## config.mk

```make
export PLATFORM = sky130hd
export DESIGN_NAME = clk_gate_ctrl
export DESIGN_NICKNAME = d
export VERILOG_FILES = /design/src/rtl/clk_gate_ctrl.sv
export SDC_FILE = /design/constraint.sdc
export NUM_CORES = 1
export LEC_CHECK = 0
export ABC_CLOCK_PERIOD_IN_PS = 2200
export CORE_MARGIN = 2
export CORE_UTILIZATION = 25
export CTS_BUF_LIST = sky130_fd_sc_hd__clkbuf_8
export CTS_CLUSTER_DIAMETER = 60
export CTS_CLUSTER_SIZE = 25
export DETAILED_ROUTE_END_ITERATION = 12
export GPL_ROUTABILITY_DRIVEN = 0
export PLACE_DENSITY = 0.41
export SETUP_SLACK_MARGIN = 0.4
export SLEW_MARGIN = 10
export SYNTH_ARGS = -nofsm -noshare
export SYNTH_HDL_FRONTEND = slang
export SYNTH_SLANG_ARGS = --single-unit
```

## constraint.sdc

```tcl
create_clock -name CLK -period 2.2 [get_ports CLK]
set_input_delay 0.33 -clock CLK [delete_from_list [all_inputs] [get_ports CLK]]
set_output_delay 0.33 -clock CLK [all_outputs]
set_load 0.02 [all_outputs]
```

## src/rtl/clk_gate_ctrl.sv

```systemverilog
`default_nettype none
// ============================================================================
// Module   : clk_gate_ctrl
// Brief    : Enable controller for a latch-based clock gate: wake, settle,
//            idle hold-off and DFT force-open.
// Revision : 1.0 - initial release
// ============================================================================
module clk_gate_ctrl #(
    parameter int WAKE_CYCLES = 2,
    parameter int IDLE_CYCLES = 4,
    parameter int CNT_W       = 8
) (
    input  logic       CLK,
    input  logic       RST,
    input  logic       Req,
    input  logic       Busy,
    input  logic       Test_Mode,
    output logic       Gate_EN,
    output logic       Ready,
    output logic [7:0] Wake_Count
);

    typedef enum logic [1:0] {
        ST_OFF  = 2'd0,
        ST_WAKE = 2'd1,
        ST_ON   = 2'd2,
        ST_IDLE = 2'd3
    } state_t;

    localparam logic [CNT_W-1:0] c_WAKE_LOAD = CNT_W'(WAKE_CYCLES - 1);
    localparam logic [CNT_W-1:0] c_IDLE_LOAD =
        CNT_W'((IDLE_CYCLES == 0) ? 0 : (IDLE_CYCLES - 1));
    localparam bit               c_NO_IDLE   = (IDLE_CYCLES == 0);
    localparam logic [7:0]       c_WC_MAX    = 8'hFF;

    state_t           r_state;
    state_t           w_state_nxt;
    logic [CNT_W-1:0] r_cnt;
    logic [CNT_W-1:0] w_cnt_nxt;
    logic [7:0]       r_wake_count;
    logic [7:0]       w_wake_count_nxt;
    logic             r_en_q;
    logic             r_ready;
    logic             w_keep_on;

    assign w_keep_on = Req | Busy;

    always_ff @(posedge CLK) begin
        if (RST) begin
            r_state      <= ST_OFF;
            r_cnt        <= '0;
            r_wake_count <= '0;
            r_en_q       <= 1'b0;
            r_ready      <= 1'b0;
        end else begin
            r_state      <= w_state_nxt;
            r_cnt        <= w_cnt_nxt;
            r_wake_count <= w_wake_count_nxt;
            // Outputs are decoded from the next state so they line up with it.
            r_en_q       <= (w_state_nxt != ST_OFF);
            r_ready      <= (w_state_nxt == ST_ON);
        end
    end

    always_comb begin
        w_state_nxt      = r_state;
        w_cnt_nxt        = r_cnt;
        w_wake_count_nxt = r_wake_count;
        case (r_state)
            ST_OFF: begin
                // Busy without Req is a protocol violation and is ignored.
                if (Req) begin
                    w_state_nxt = ST_WAKE;
                    w_cnt_nxt   = c_WAKE_LOAD;
                    if (r_wake_count != c_WC_MAX) begin
                        w_wake_count_nxt = r_wake_count + 8'd1;
                    end
                end
            end
            ST_WAKE: begin
                if (r_cnt == '0) begin
                    w_state_nxt = ST_ON;
                end else begin
                    w_cnt_nxt = r_cnt - 1'b1;
                end
            end
            ST_ON: begin
                if (!w_keep_on) begin
                    if (c_NO_IDLE) begin
                        w_state_nxt = ST_OFF;
                    end else begin
                        w_state_nxt = ST_IDLE;
                        w_cnt_nxt   = c_IDLE_LOAD;
                    end
                end
            end
            ST_IDLE: begin
                // Clock never stopped here, so a re-request skips the settle.
                if (w_keep_on) begin
                    w_state_nxt = ST_ON;
                end else if (r_cnt == '0) begin
                    w_state_nxt = ST_OFF;
                end else begin
                    w_cnt_nxt = r_cnt - 1'b1;
                end
            end
            default: begin
                w_state_nxt = ST_OFF;
            end
        endcase
    end

    assign Gate_EN    = r_en_q | Test_Mode;
    assign Ready      = r_ready;
    assign Wake_Count = r_wake_count;

endmodule
`default_nettype wire
```

Yosys cells after proc, flatten, opt, wreduce, memory -nomap -nowiden
Cells that the tools add are included.
W data, S select, Z words.

operators by class
  add/subtract/negate cells = 2
  equal/unequal tests = 8
  muxes and demuxes = 11
  bitwise operators = 2
  reductions and logical operators = 5

operators by type and width
  cell                   number
  $mux W8                4
  $pmux W8 S4            1
  $mux W2                5
  $add A8 B1 Y8 const B  1
  $logic_not A8 Y1       1
  $ne A8 B8 Y1 const B   1
  $pmux W2 S4            1
  $sub A8 B1 Y8 const B  1
  $eq A2 B2 Y1 const B   3
  $ne A2 B2 Y1 const B   3
  $reduce_and A3 Y1      2
  $eq A2 B1 Y1 const B   1
  $logic_not A2 Y1       1
  $or A1 B1 Y1           2
  $reduce_bool A2 Y1     1

storage, ports and cells
  bits in registers = 20
  input port bits = 5
  output and inout bits = 10

Depth between registers and ports, before layout
Gate-level depths: netlist (run 1).

  depth in word-level cells = 5
  mapped depth = 7
  depth with buffers taken out = 6

Least setup slack after synthesis (run 1)
OpenSTA, ideal clock, no wires.

  path kind = reg-to-reg
  start = register r_cnt[0]
  end = register r_cnt[5]
  data arrival time = 1.660 ns
  path slack = 0.470 ns
  stages on the path, launching flop included = 7
  path buffers = 0
  clock period less this slack = 1.730 ns
  path through = dfxtp_1 inv_1 ha_1 and4bb_2 a22o_2 or4_1 a21oi_1

between the ends
  cells in the longest elaborated chain, start to end = 4

RTL lines
  item                                               RTL line  text
  start: declaration                                 38        logic [CNT_W-1:0] r_cnt;
  start signal: assignment                           57        r_cnt <= w_cnt_nxt;
  $sub A8 B1 Y8 or $logic_not A8 Y1 (tied branches)  -
  $mux W8 (*)                                        81, 101
  $mux W8                                            99        if (w_keep_on) begin
  $pmux W8 S4 (*)                                    69        case (r_state)

Mark *: on every way between the ends. The rest lies on a longest branch, timed or not. The select of a mux whose other input is x is not followed.
A chain may end at the register's enable or synchronous reset.

Final worst setup path (run 1)
  start = register r_cnt[1]
  end = register r_cnt[5]

Same word-level chain as after synthesis.

==> run summary, run 1 <==
The worst setup path is captured at a flip-flop. At the worst endpoint, the required time is 2.41 ns. The internal power of the cells totals 1.24 mW. The area growth from synthesis to layout is 38.2%. The post-synthesis async set-or-reset flop share came out at 0%. The clock network accounts for 19.4% of the total power. The post-route clock skew is 0.00512 ns. The final wirelength is 2.27 mm. Of the total power, combinational logic draws 50.0%. The maximum fanout along the worst path came out at 5. The total placed instance area is 0.00117 sq mm. The number of global-route vias before repair is 836. The peak supply drop is 417 uV. The final antenna-violating net count came out at 0.

The fraction of synthesized cell area taken by the top area cell type is 42.5%. The iteration count of the initial detailed-routing pass is 4. Global routing consumed, over all layers together, 11.3% of the routing resources. In the post-route analysis, the smallest setup slack over all paths is 0.443 ns. The final-layout worst hold slack is 0.508 ns. The starting density of the core is 25.9%. The worst hold path belongs to the class flip-flop to flip-flop. The hold buffer count at CTS came out at 0.

The summed negative setup slack over all endpoints is 0 ns. For this run, design rule violations remaining after detail routing come to 0. The post-synthesis cell count came out at 105. The post-synthesis net count is 113. The number of violations of the max-capacitance limit came out at 0.

The number of pins exceeding their max-slew limit in the final report came out at 0. The minimum period implied by the final worst setup slack is 1.76 ns. For this design the ratio of total power to cell area is 1500 mW/mm^2. The register area share after synthesis came out at 42.5%. The number of levels in the clock H-tree came out at 1. The first-pass GRT wire length is 3.80 mm. Setup repair after global routing could not meet its margin everywhere. In this run the vertical extent of the chip is 65.4 microns. In this run the most used layer during global routing was met2. The fmax is 569 MHz. The core area is 0.00363 sq mm. TritonCTS built the clock tree. The number of standard-cell rows in the floorplan is 22. After layout, the worst path uses 79.9% of the clock period. The CTS sink count came out at 20. The finished layout cell area is 0.00130 sq mm.

The switching share of power came out at 36.5%. The initial antenna violation count was 0. The repair_antennas step left the layout with diodes totalling 0. The clock-pin transition on the worst setup and hold timing paths came out at 0.08 ns. The number of enable flip-flop cells after synthesis came out at 0. STA classifies the critical path startpoint as a flip-flop. The critical path arrival is 1.96 ns. At the later pin of the worst-skew pair, clock insertion delay measures 0.27 ns. After the last flow step, the layout net total stands at 141. The ratio of cells with drive above 1 in the final layout came out at 22.0%. The worst setup timing slack at the placement stage is 0.0208 ns. In the routed layout, each cell is associated on average with a via count of 4.70. The buffer cell driving the clock tree root is sky130_fd_sc_hd__clkbuf_8.

The final count of negative-setup-slack endpoints is 0. After synthesis the netlist holds a flip-flop and latch count of 20. The number of distinct library cells after synthesis came out at 36. By startpoint and endpoint, the worst setup path is classified as flip-flop to flip-flop. The total die area came out at 0.00428 sq mm. The width of the chip is 65.4 microns.

The maximum clock path buffer count came out at 2. The number of hold violations in the final report was 0. The run finished with clean final reports. For this block, the initial DRC count from the detailed router was 29. Global routing consumed, on the met1 layer, 14.4% of the routing resources.

In the post-synthesis netlist, the cell with the most instances is sky130_fd_sc_hd__dfxtp_1. The net switching power of the design is 0.712 mW. For the pin with the worst max-slew slack, the measured transition is 0.374 ns. The count of filler cells inserted in the layout is 408. Entering global routing, the biggest net connects 16 pins. The share of total power in sequential cells is 30.6%. Yosys printed 0 warnings. Sorting the synthesized cells by how often they occur yields sky130_fd_sc_hd__dfxtp_1 (20), sky130_fd_sc_hd__nor2_1 (14), sky130_fd_sc_hd__a21oi_1 (7), sky130_fd_sc_hd__or3_1 (6).

sky130_fd_sc_hd__dfxtp_1 takes more of the synthesized area than any other cell. The fraction of met3 tracks used by global routing came out at 3.08%. In this run the static leakage power is 0.521 nW.

Pin placement for this block handled 15 I/O pins. Dividing the detail-routed wire length by the instance count gives 12.6 microns. The most used flip-flop cell after synthesis is sky130_fd_sc_hd__dfxtp_1.

The worst relative slew slack is 74.8%. The via count of the routed design is 846. The number of buffers created by CTS came out at 3. Global routing used 19.3% of the available met2 tracks. After global routing the overflow that remains totals 0. Detailed placement ended at an HPWL of 1.53 mm. Sorting the synthesized cells by area gives the leading types as sky130_fd_sc_hd__dfxtp_1 (42%), sky130_fd_sc_hd__nor2_1 (5.6%), sky130_fd_sc_hd__ha_1 (4.0%), sky130_fd_sc_hd__or3_1 (4.0%), sky130_fd_sc_hd__a21oi_1 (3.7%). The quantity of I/O buffers inserted on ports came out at 14. The end-of-flow core utilization came out at 35.8%. Averaged over all synthesized cells, the footprint is 8.97 sq um. The cell area that synthesis handed to floorplanning was 942 sq um.
## through the flow
stage	power [mW]	instances
floorplan	1.16	105
global placement	1.44	170
detailed placement	1.44	170
CTS	1.91	178
global route	2.11	180
finish	1.95	180
## power by group through the flow
stage / sequential, mW / clock, mW / combinational, mW
finish: 0.596 / 0.378 / 0.976
global placement: 0.596 / 0 / 0.848
detailed placement: 0.595 / 0 / 0.843
CTS: 0.592 / 0.397 / 0.917
floorplan: 0.594 / 0 / 0.565
global route: 0.616 / 0.410 / 1.08
## kinds of logic (layout without fill, tap and decap cells)
group                      Yosys count  in the layout  share of synthesized area [%]
AOI/OAI and AO/OA                   23             23                           16.3
adders and majority gates            3              3                           3.98
and+or+nand+nor                     44             44                           25.6
DFF                                 20             20                           42.5
xor gates and xnor gates             6              6                           5.58
buffers and inverters                6             33                           2.79
muxes                                3              3                           3.19
## per-layer routing
| metal | vias up | part of all wire [%] |
|---|---|---|
| met5 | - | 0 |
| met4 | 0 | 0.53 |
| met3 | 2 | 3.3 |
| met2 | 18 | 49 |
| met1 | 391 | 47 |
| li1 | 435 | - |
## what timing repair did
| action | 4_1_cts | 5_1_grt |
|---|---|---|
| setup buffers | 4 | 2 |
| hold endpoints to repair | 0 | 0 |
| pin swaps | 4 | 4 |
| resized for setup | 8 | 4 |
| setup endpoints to repair | 3 | 2 |
## path summary, 6_finish.rpt
| kind | start | to | slack [ns] | cells after the start |
|---|---|---|---|---|
| setup / recovery | r_cnt[1] | r_cnt[5] | 0.44 | 6 |
| hold / removal | r_cnt[4] | r_cnt[4] | 0.51 | 2 |
| setup reg to reg | r_cnt[1] | r_cnt[5] | 0.44 | 6 |
| hold reg to reg | r_cnt[4] | r_cnt[4] | 0.51 | 2 |
## flip-flops by register name (all words and copies together) (netlist names)
signal      count
r_cnt           8
Wake_Count      8
r_en_q          1
Ready           1
r_state         2
## critical path, stage by stage, from the launching register on
cell and delay (ns):
sky130_fd_sc_hd__dfxtp_2 0.35, sky130_fd_sc_hd__inv_2 0.04, sky130_fd_sc_hd__ha_2 0.16, sky130_fd_sc_hd__and4bb_2 0.26
sky130_fd_sc_hd__a22o_4 0.27, sky130_fd_sc_hd__or4_4 0.48, sky130_fd_sc_hd__a21oi_2 0.14
## cell usage in the layout (no fill, tap or decap), types with 2 or more instances in the layout
cell,count
sky130_fd_sc_hd__inv_2,2
sky130_fd_sc_hd__ha_1,2
sky130_fd_sc_hd__clkdlybuf4s50_1,11
sky130_fd_sc_hd__dfxtp_1,17
sky130_fd_sc_hd__dlygate4sd2_1,3
sky130_fd_sc_hd__o21ai_0,4
sky130_fd_sc_hd__xnor2_1,2
sky130_fd_sc_hd__nand2_1,4
sky130_fd_sc_hd__or2_2,2
sky130_fd_sc_hd__or3_1,6
sky130_fd_sc_hd__buf_4,11
sky130_fd_sc_hd__clkbuf_8,3
sky130_fd_sc_hd__or4_1,2
sky130_fd_sc_hd__nand4_1,4
sky130_fd_sc_hd__a21oi_1,6
sky130_fd_sc_hd__a221oi_1,2
sky130_fd_sc_hd__nor3_1,3
sky130_fd_sc_hd__mux2i_1,3
sky130_fd_sc_hd__dfxtp_2,3
sky130_fd_sc_hd__nor2_1,14
sky130_fd_sc_hd__inv_1,2
sky130_fd_sc_hd__xor2_1,4
## final cells by class
type | count | area (sq um) | share of cell area (%)
clock buffers | 3 | 41.3 | 3.17
clock inverters | 1 | 30.0 | 2.31
inverters | 4 | 15.0 | 1.15
multi-input cells | 79 | 533 | 40.9
flip-flops and latches | 20 | 404 | 31.0
well taps | 48 | 60.1 | 4.61
repair buffers | 25 | 219 | 16.8
(Power assumes the default switching activity.)
==> run 2, diff against run 1 <==
--- a/config.mk
+++ b/config.mk
@@ -5,7 +5,7 @@
 export SDC_FILE = /design/constraint.sdc
 export NUM_CORES = 1
 export LEC_CHECK = 0
-export ABC_CLOCK_PERIOD_IN_PS = 2200
+export ABC_CLOCK_PERIOD_IN_PS = 1600
 export CORE_MARGIN = 2
 export CORE_UTILIZATION = 25
 export CTS_BUF_LIST = sky130_fd_sc_hd__clkbuf_8
@@ -13,7 +13,7 @@
 export CTS_CLUSTER_SIZE = 25
 export DETAILED_ROUTE_END_ITERATION = 12
 export GPL_ROUTABILITY_DRIVEN = 0
-export PLACE_DENSITY = 0.41
+export PLACE_DENSITY = 0.43
 export SETUP_SLACK_MARGIN = 0.4
 export SLEW_MARGIN = 10
 export SYNTH_ARGS = -nofsm -noshare
==> constraint.sdc (replaced) <==
create_clock -name CLK -period 1.6 [get_ports CLK]
set_input_delay 0.24 -clock CLK [delete_from_list [all_inputs] [get_ports CLK]]
set_output_delay 0.24 -clock CLK [all_outputs]
set_load 0.02 [all_outputs]
==> run summary, run 2 (synthesis gave the netlist of run 1 again) <==
The maximum fanout along the worst path is 3 (was 5). The final antenna-violating net count came to 0 (unchanged). The initial antenna violation count was 0 (unchanged). The total power divided by cell area is 2060 mW/mm^2 (was 1500 mW/mm^2). The iteration count of the initial detailed-routing pass is 4 (unchanged).

The area occupied by registers came to 424 sq um (was 404 sq um). The checks that failed: setup timing. The minimum period implied by the final worst setup slack came out at 1.70 ns.

The pin count of the biggest net entering global routing came to 16 (unchanged). The first-pass GRT wire length is 4.28 mm (was 3.80 mm). The core area is 0.00363 sq mm (unchanged). The residual DRC count came out at 0 (unchanged). The total die area is 0.00428 sq mm (unchanged). The number of levels in the clock H-tree came out at 1 (unchanged). The standard cell with the maximum stage delay on the critical path is sky130_fd_sc_hd__a221oi_1 (was sky130_fd_sc_hd__or4_4). The class of the most critical setup path is input pin to flip-flop (was flip-flop to flip-flop).

The critical path arrival is 1.85 ns (was 1.96 ns). The buffer cell driving the clock tree root is sky130_fd_sc_hd__clkbuf_8 (unchanged). The hold buffer count at CTS came out at 0 (unchanged). The startpoint class of the critical path is an input pin (was flip-flop). The area of the multi-input gates came out at 666 sq um (was 533 sq um). The count of filler cells inserted in the layout was 363 (was 408). The worst setup timing slack at the placement stage is -0.393 ns (was 0.0208 ns). The half-perimeter wire length after placement came out at 1.63 mm (was 1.53 mm). The worst-skew pair later-pin latency was 0.25 ns (was 0.27 ns). The number of pins exceeding their max-slew limit in the final report is 0 (unchanged). The total overflow reported by the global router came to 0 (unchanged). The fmax came out at 588 MHz. The boundary pin count is 15 (unchanged). The ratio of cells with drive above 1 in the final layout came out at 54.9% (was 22.0%). The post-route clock skew came to 0.000816 ns (was 0.00512 ns). The combined buffer and inverter count along the critical path came out at 2 (was 1). The peak per-stage delay on the critical path was 0.43 ns (was 0.48 ns). The actual transition at the worst max-transition pin was 0.422 ns (was 0.374 ns). The classification of the worst-slack hold path was flip-flop to flip-flop (unchanged). The number of global-route vias before repair came out at 969 (was 836). The initial DRC count is 13 (was 29).

The number of nets in the final layout came out at 162 (was 141). The data required time at the worst endpoint came out at 1.75 ns (was 2.41 ns). The post-route worst setup slack came out at -0.101 ns (was 0.443 ns). The TritonCTS clock tree is built (unchanged). The number of standard-cell rows in the floorplan was 22 (unchanged).

The leakage component of the power is 0.664 nW (was 0.521 nW). The end-of-flow core utilization is 45.0% (was 35.8%). The critical path endpoint category was a flip-flop (unchanged).

The starting density of the core came out at 25.9% (unchanged). The number of vias per cell after detailed routing is 4.69 (was 4.70). The worst relative slew slack came out at 71.9% (was 74.8%). The quantity of I/O buffers inserted on ports was 14 (unchanged). The area growth from synthesis to layout is 73.4% (was 38.2%). The final count of negative-setup-slack endpoints came to 7 (was 0). The number of violations of the max-capacitance limit came out at 0 (unchanged).

The global routing usage summed across all routing layers is 12.8% (was 11.3%). The via count of the routed design was 942 (was 846). The most frequent standard cell in the layout excluding fill and tap cells is sky130_fd_sc_hd__buf_4 (was sky130_fd_sc_hd__dfxtp_1). The number of diodes added for antenna fixing is 0 (unchanged). Most used cells in the layout excluding fill and tap cells: sky130_fd_sc_hd__buf_4 (26), sky130_fd_sc_hd__nor2_1 (13), sky130_fd_sc_hd__dfxtp_2 (10) (was sky130_fd_sc_hd__dfxtp_1 (17), sky130_fd_sc_hd__nor2_1 (14), sky130_fd_sc_hd__clkdlybuf4s50_1 (11), sky130_fd_sc_hd__buf_4 (11)).

The final wirelength came out at 2.44 mm (was 2.27 mm). Cell chain of the critical path: clkdlybuf4s50_1 -> or3b_4 -> a221oi_1 -> buf_4 -> xnor2_1 -> nor2_1 (was inv_2 -> ha_2 -> and4bb_2 -> a22o_4 -> or4_4 -> a21oi_2). The CTS sink count is 20 (unchanged). The clock-pin transition on the worst setup and hold timing paths came out at 0.08 ns (about the same).

The floorplan die height came out at 65.4 microns (unchanged). Status: finished with violations (was finished clean). The width of the chip is 65.4 microns (unchanged). The number of hold violations in the final report is 0 (unchanged). The average routed wire per standard cell is 12.2 microns (was 12.6 microns). The peak supply drop came out at 651 uV (was 417 uV). Unrepaired setup endpoints after global routing: true (unchanged). The number of buffers created by CTS came out at 3 (unchanged). The post-route clock period utilization came out at 106%.

The family with the most delay on the worst path is buffers and inverters (was simple AND/OR/NAND/NOR gates). The maximum clock path buffer count is 2 (unchanged).
[run 2: cell count changes in the layout (fill, tap and decap cells not counted), sizes merged]
cell	previous run	this run
clkdlybuf4s15	0	6
clkdlybuf4s50	11	2
buf	11	33
clkbuf	3	5
[run 2: stage by stage]
| stage | instances | TNS, ns | total power, mW | instance area [sq um] | hold WS (ns) |
|---|---|---|---|---|---|
| finish | 201 | -0.555 | 3.37 | 1630 | 0.531 |
| global route | 201 | -0.984 | 3.63 | 1630 | 0.567 |
| CTS | 198 | -0.432 | 3.08 | 1550 | 0.528 |
| detailed placement | 187 | -3.77 | 2.33 | 1340 | 0.510 |
| global placement | 187 | -3.79 | 2.33 | 1340 | 0.504 |
| floorplan | 105 | -0.0545 | 1.70 | 990 | 0.305 |
[run 2: layer usage]
metal / track usage (%) / part of all wire (%)
met3: 1.88 / 2.6
met1: 15.5 / 45
met2: 22.2 / 50
met5: 0 / 0
met4: 5.73 / 2.2
[run 2: worst paths after layout]
kind,from,to,slack [ns],cells past startpoint
worst max-delay path,Busy,r_cnt[3],-0.10,6
worst min-delay path,Wake_Count[7],Wake_Count[7],0.53,2
worst max register to register,r_cnt[0],r_cnt[3],-0.09,7
worst min register to register,Wake_Count[7],Wake_Count[7],0.53,2
[run 2: timing repair]
item                                    CTS  global route
hold endpoints to repair                  0             0
resized for setup                        52            21
endpoints found under the setup margin   30            28
pin swaps                                14            15
buffers inserted                          7             3
[run 2: layout make-up]
| cell class | count | area share (%) |
|---|---|---|
| flip-flops and latches | 20 | 26.0 |
| inverters | 4 | 0.919 |
| clock inverters | 1 | 1.84 |
| multi-input cells | 79 | 40.7 |
| clock buffers | 3 | 2.53 |
| repair buffers | 46 | 24.3 |
| well taps | 48 | 3.68 |
[run 2: worst min-delay path, delay by kind of cell, from the launching register on]
family         cells  cell delay, ns
flip-flops         1            0.34
AO/OA/AOI/OAI      2            0.15
[run 2: power by group]
part           leakage, nW  internal, mW  switching, mW
logic                0.458          1.14          0.907
clock network       0.0357         0.334          0.173
registers            0.170         0.684          0.130
total                0.664          2.16           1.21
